$ cat config.mk
export PLATFORM = sky130hd
export DESIGN_NAME = reg_file_latched
export DESIGN_NICKNAME = d
export VERILOG_FILES = /design/src/rtl/reg_file_latched.sv
export SDC_FILE = /design/constraint.sdc
export NUM_CORES = 2
export LEC_CHECK = 0
export CORE_ASPECT_RATIO = 0.6
export CORE_MARGIN = 1
export CORE_UTILIZATION = 56
export CTS_BUF_LIST = sky130_fd_sc_hd__clkbuf_8 sky130_fd_sc_hd__clkbuf_16
export DETAILED_ROUTE_END_ITERATION = 16
export PLACE_DENSITY = 0.74
export SYNTH_ARGS = -nofsm -noshare
export SYNTH_HDL_FRONTEND = slang
export SYNTH_SLANG_ARGS = --single-unit
export TNS_END_PERCENT = 1
$ cat constraint.sdc
create_clock -name clk -period 2.3 [get_ports clk]
set_clock_uncertainty 0.05 [all_clocks]
set_input_delay 0.345 -clock clk [delete_from_list [all_inputs] [get_ports clk]]
set_output_delay 0.345 -clock clk [all_outputs]
set_load 0.1 [all_outputs]
$ cat src/rtl/reg_file_latched.sv
// MIPS register file: 2 read ports, 1 write port, r0 hardwired to zero, optional
// write-to-read bypass, registered A/B operand latches and a sequenced bulk-clear engine.
module reg_file_latched #(
  parameter int unsigned DATA_W = 32,
  parameter int unsigned ADDR_W = 5,
  parameter int unsigned BYPASS = 1
) (
  input  logic              clk,
  input  logic              reset,
  input  logic              Reg_Write_i,
  input  logic [ADDR_W-1:0] Write_Register_i,
  input  logic [DATA_W-1:0] Write_Data_i,
  input  logic [ADDR_W-1:0] Read_Register_1_i,
  input  logic [ADDR_W-1:0] Read_Register_2_i,
  input  logic              Latch_En_i,
  input  logic              Clear_i,
  output logic [DATA_W-1:0] Read_Data_1_o,
  output logic [DATA_W-1:0] Read_Data_2_o,
  output logic [DATA_W-1:0] A_o,
  output logic [DATA_W-1:0] B_o,
  output logic              Busy_o
);

  localparam int unsigned       DEPTH    = 1 << ADDR_W;
  localparam logic [ADDR_W-1:0] LAST_IDX = ADDR_W'(DEPTH - 1);
  localparam logic [ADDR_W-1:0] ZERO_IDX = '0;
  localparam logic [ADDR_W-1:0] ONE_IDX  = ADDR_W'(1);

  typedef enum logic {
    S_IDLE  = 1'b0,
    S_CLEAR = 1'b1
  } state_t;

  state_t              r_state;
  logic [ADDR_W-1:0]   r_cnt;
  logic                r_busy;
  logic [DATA_W-1:0]   r_regs [DEPTH];
  logic [DATA_W-1:0]   r_a;
  logic [DATA_W-1:0]   r_b;
  logic                w_wr_en;
  logic [DATA_W-1:0]   w_rd1;
  logic [DATA_W-1:0]   w_rd2;

  assign w_wr_en = Reg_Write_i && !r_busy && (Write_Register_i != ZERO_IDX);

  // Read port 1: zero for r0 or while clearing, then bypass, then storage
  always_comb begin
    w_rd1 = r_regs[Read_Register_1_i];
    if ((Read_Register_1_i == ZERO_IDX) || r_busy) begin
      w_rd1 = '0;
    end else if ((BYPASS != 0) && Reg_Write_i && (Read_Register_1_i == Write_Register_i)) begin
      w_rd1 = Write_Data_i;
    end
  end

  always_comb begin
    w_rd2 = r_regs[Read_Register_2_i];
    if ((Read_Register_2_i == ZERO_IDX) || r_busy) begin
      w_rd2 = '0;
    end else if ((BYPASS != 0) && Reg_Write_i && (Read_Register_2_i == Write_Register_i)) begin
      w_rd2 = Write_Data_i;
    end
  end

  // Storage: the clear engine owns the array while busy, so writes are dropped
  always_ff @(posedge clk or negedge reset) begin
    if (!reset) begin
      for (int i = 0; i < DEPTH; i++) begin
        r_regs[i] <= '0;
      end
    end else if (r_busy) begin
      r_regs[r_cnt] <= '0;
    end else if (w_wr_en) begin
      r_regs[Write_Register_i] <= Write_Data_i;
    end
  end

  // Clear sequencer; r0 is never written so the sweep starts at 1
  always_ff @(posedge clk or negedge reset) begin
    if (!reset) begin
      r_state <= S_IDLE;
      r_cnt   <= ZERO_IDX;
      r_busy  <= 1'b0;
    end else begin
      case (r_state)
        S_IDLE: begin
          if (Clear_i) begin
            r_state <= S_CLEAR;
            r_cnt   <= ONE_IDX;
            r_busy  <= 1'b1;
          end
        end
        S_CLEAR: begin
          if (r_cnt == LAST_IDX) begin
            r_state <= S_IDLE;
            r_cnt   <= ZERO_IDX;
            r_busy  <= 1'b0;
          end else begin
            r_cnt <= r_cnt + ONE_IDX;
          end
        end
        default: begin
          r_state <= S_IDLE;
          r_cnt   <= ZERO_IDX;
          r_busy  <= 1'b0;
        end
      endcase
    end
  end

  always_ff @(posedge clk or negedge reset) begin
    if (!reset) begin
      r_a <= '0;
      r_b <= '0;
    end else if (Latch_En_i) begin
      r_a <= w_rd1;
      r_b <= w_rd2;
    end
  end

  assign Read_Data_1_o = w_rd1;
  assign Read_Data_2_o = w_rd2;
  assign A_o           = r_a;
  assign B_o           = r_b;
  assign Busy_o        = r_busy;

endmodule

==> run summary <==
Leakage Power - 35.0 nW
Vias per Instance - 7.60
Rel. slew slack - 0.113
Syn-to-layout area delta - 29.7%
IO Port Bufs - 180
Clock Latency Late Sink - 0.76 ns
largest net degree at the start of global routing - 97
DRC Markers - 0
Setup TNS - -44.97 ns
Max-cap violations - 0
Cell Count, Final, Fillers Out - 6873
WHS - 0.105 ns
# clock sinks - 1095
Synth Cell Area - 57200 sq um
CTS tree - done
I/O pin count - 181
1st-iter DRT viols - 9288
Tmin final - 3.15 ns
failing checks - negative setup slack
CTS H-tree lvls - 3
vias in the first global route - 49800
WL final - 245000 microns
Worst Setup End Kind - output port
mean routed wirelength per cell - 35.7 microns
synth warn - 0
Sequential Area - 27400 sq um
fin. max-slew vios - 0
GP Congestion - 1.08
number of distinct library cells after synthesis - 53
final setup vio count - 148
DP Wirelength - 165000 microns
dominant synthesized flop cell - dfrtp_1
antenna viol nets, final - 0
Slew @ Worst Pin - 1.33 ns
CP startpoint kind - input pin
grt total ovfl - 0
nets - 5507
Starting Density - 0.567
Core Region - 101000 sq um
Post-synth EDFFs - 0
Tcrit/Tclk final - 1.37
Worst Hold Class - in -> async
TritonCTS buffer count - 101
utilization after layout - 0.735
final setup margin - -0.851 ns
clock edge transition at the registers on the reported setup and hold paths - 0.06 ns
Pre-Repair DR Iteration Count - 7
Peak VDD IR - 755 uV
Clock Path Buffers - 3
Mapped Avg Cell Area - 11.8 sq um
placed cell area - 68700 sq um
syn nets - 4887
Die X - 415 microns
via count - 52200
Data required, critical path - 1.90 ns
Fin. Hold Viols - 0
Vert. Die Dim - 250 microns
fmax - 0.317 GHz
WS Path Type - in -> out
site row count - 90
ratio of cells with drive above 1 in the final layout - 0.297
crit path DAT - 2.76 ns
Fill cells - 6573
Async SR Flop Fraction - 1.00
Critical Path Fanout Max - 27
post-route cell area - 74200 sq um
register area share after synthesis - 0.479
cell area power density - 836 nW/um^2
unrepaired setup endpoints after global routing - true
synthesized flop and latch total - 1095
initial antenna violation count - 6
Placed Instances - 6626
outcome - complete, but fails checks
post-synthesis cell count - 4830
CTS root buffer - clkbuf_16
area of the multi-input gates - 29200 sq um
global-route wire length before repair - 353000 microns
gr usage total - 0.461
DIE AREA - 103000 sq um
synthesized netlist by cell type (8+ instances only):
cell type	n	area, sq um
mux2i_1	1024	10200
xnor2_1	8	70.1
a22oi_1	483	3630
a22o_1	1056	9250
buf_1	33	124
and4b_1	8	80.1
buf_6	10	113
a22oi_2	29	363
nor4_1	32	200
buf_2	266	1330
clkbuf_1	288	1080
nand4_1	130	813
and2_1	36	225
dfrtp_1	1095	27400
a221o_1	64	641
a21oi_1	33	165
buf_4	10	75.1
nor3_1	34	170
nor2_1	89	334
nand2_1	9	33.8
per-layer routing:
metal  global-route usage  vias up  part of all wire
li1                     -    20300                 -
met1                0.644    26300              0.38
met2                0.598     4880              0.39
met3                0.253      737              0.19
met4                0.153        6             0.041
met5             0.000916        -           0.00030
state kept, by name, indices dropped and copies added, names as in the netlist:
name	flops
A_o	32
Busy_o	1
B_o	32
r_cnt	5
r_regs	1024
r_state	1
area by class of cell:
type / instances / area share
inverter: 6 / 0.000304
antenna: 5 / 0.000169
sequential: 1095 / 0.370
timing repair buffer: 1128 / 0.168
clock inverter: 58 / 0.00655
clock buffer: 129 / 0.0396
multi-input combinational: 3118 / 0.393
tap: 1334 / 0.0225
worst max-delay path: stages:
cell             delay (ns)
clkdlybuf4s15_2        0.21
buf_12                 0.15
buf_8                  0.14
and4b_1                0.22
buf_12                 0.17
a22oi_2                0.30
nand4_1                0.41
buf_6                  0.28
nor2_2                 0.10
buf_4                  0.12
a22o_4                 0.12
buf_12                 0.17
logic make-up after synthesis:
kind of cell,share of synthesized area
and+or+nand+nor,0.0441
xor gates and xnor gates,0.00153
DFF,0.479
muxes,0.179
adders and majority gates,0.00109
buffers and inverters,0.0484
AOI/OAI and AO/OA,0.247
path summary, 6_finish.rpt:
| kind | from | endpoint | slack, ns | depth (start not counted) |
|---|---|---|---|---|
| min reg2reg | r_regs[1011]$_DFFE_PN0P_ | r_regs[1011]$_DFFE_PN0P_ | 0.46 | 1 |
| min in group clk | Write_Data_i[7] | A_o[7]$_DFFE_PN0P_ | 0.11 | 2 |
| max | Read_Register_1_i[4] | Read_Data_1_o[1] | -0.85 | 12 |
| max in group asynchronous | reset | r_regs[442]$_DFFE_PN0P_ | 1.05 | 3 |
| max reg2reg | Busy_o$_DFFE_PN0P_ | r_regs[873]$_DFFE_PN0P_ | -0.10 | 5 |
| min | reset | r_regs[191]$_DFFE_PN0P_ | 0.10 | 2 |
stage by stage:
step	setup slack, ns	power, mW
global route	-0.806	63.3
floorplan	-0.0227	34.1
global placement	-1.24	42.2
finish	-0.851	62.0
detailed placement	-1.24	42.7
CTS	-0.739	60.7
report_power, final:
group	internal, mW	switching (mW)	total [mW]
combinational	7.83	11.6	19.4
sequential	22.0	2.68	24.7
clock	9.78	8.10	17.9
total	39.6	22.4	62.0
cells in the final DEF, fill, tap and decap left out, drive strengths merged, types with 3 or more instances in the layout:
cell type | synthesis | final
buf | 319 | 1079
dfrtp | 1095 | 1095
diode | 0 | 5
clkdlybuf4s15 | 0 | 3
nor4 | 35 | 35
nand2b | 3 | 3
ha | 5 | 5
clkbuf | 292 | 132
a21oi | 33 | 33
a22o | 1056 | 1056
and4b | 8 | 8
o21ai | 6 | 6
nor4bb | 4 | 4
nor3 | 35 | 35
a22oi | 512 | 512
clkinv | 0 | 26
bufbuf | 0 | 5
nor2 | 102 | 102
nand4 | 130 | 130
and3 | 3 | 3
mux2i | 1024 | 1024
nor4b | 8 | 8
clkinvlp | 0 | 5
xnor2 | 8 | 8
clkdlybuf4s50 | 0 | 36
bufinv | 0 | 7
a221o | 64 | 64
and2 | 37 | 37
nand3b | 3 | 3
inv | 6 | 26
and4bb | 8 | 8
nand2 | 9 | 9
nor3b | 3 | 3
what timing repair did:
action | in CTS | in global routing
resized for setup | 245 | 108
setup buffers | 36 | 10
endpoints found under the hold margin | 290 | 0
endpoints found under the setup margin | 133 | 193
hold buffers | 1 | 0
gates cloned | 10 | 2
pin swaps | 70 | 72
(Power assumes the default switching activity.)
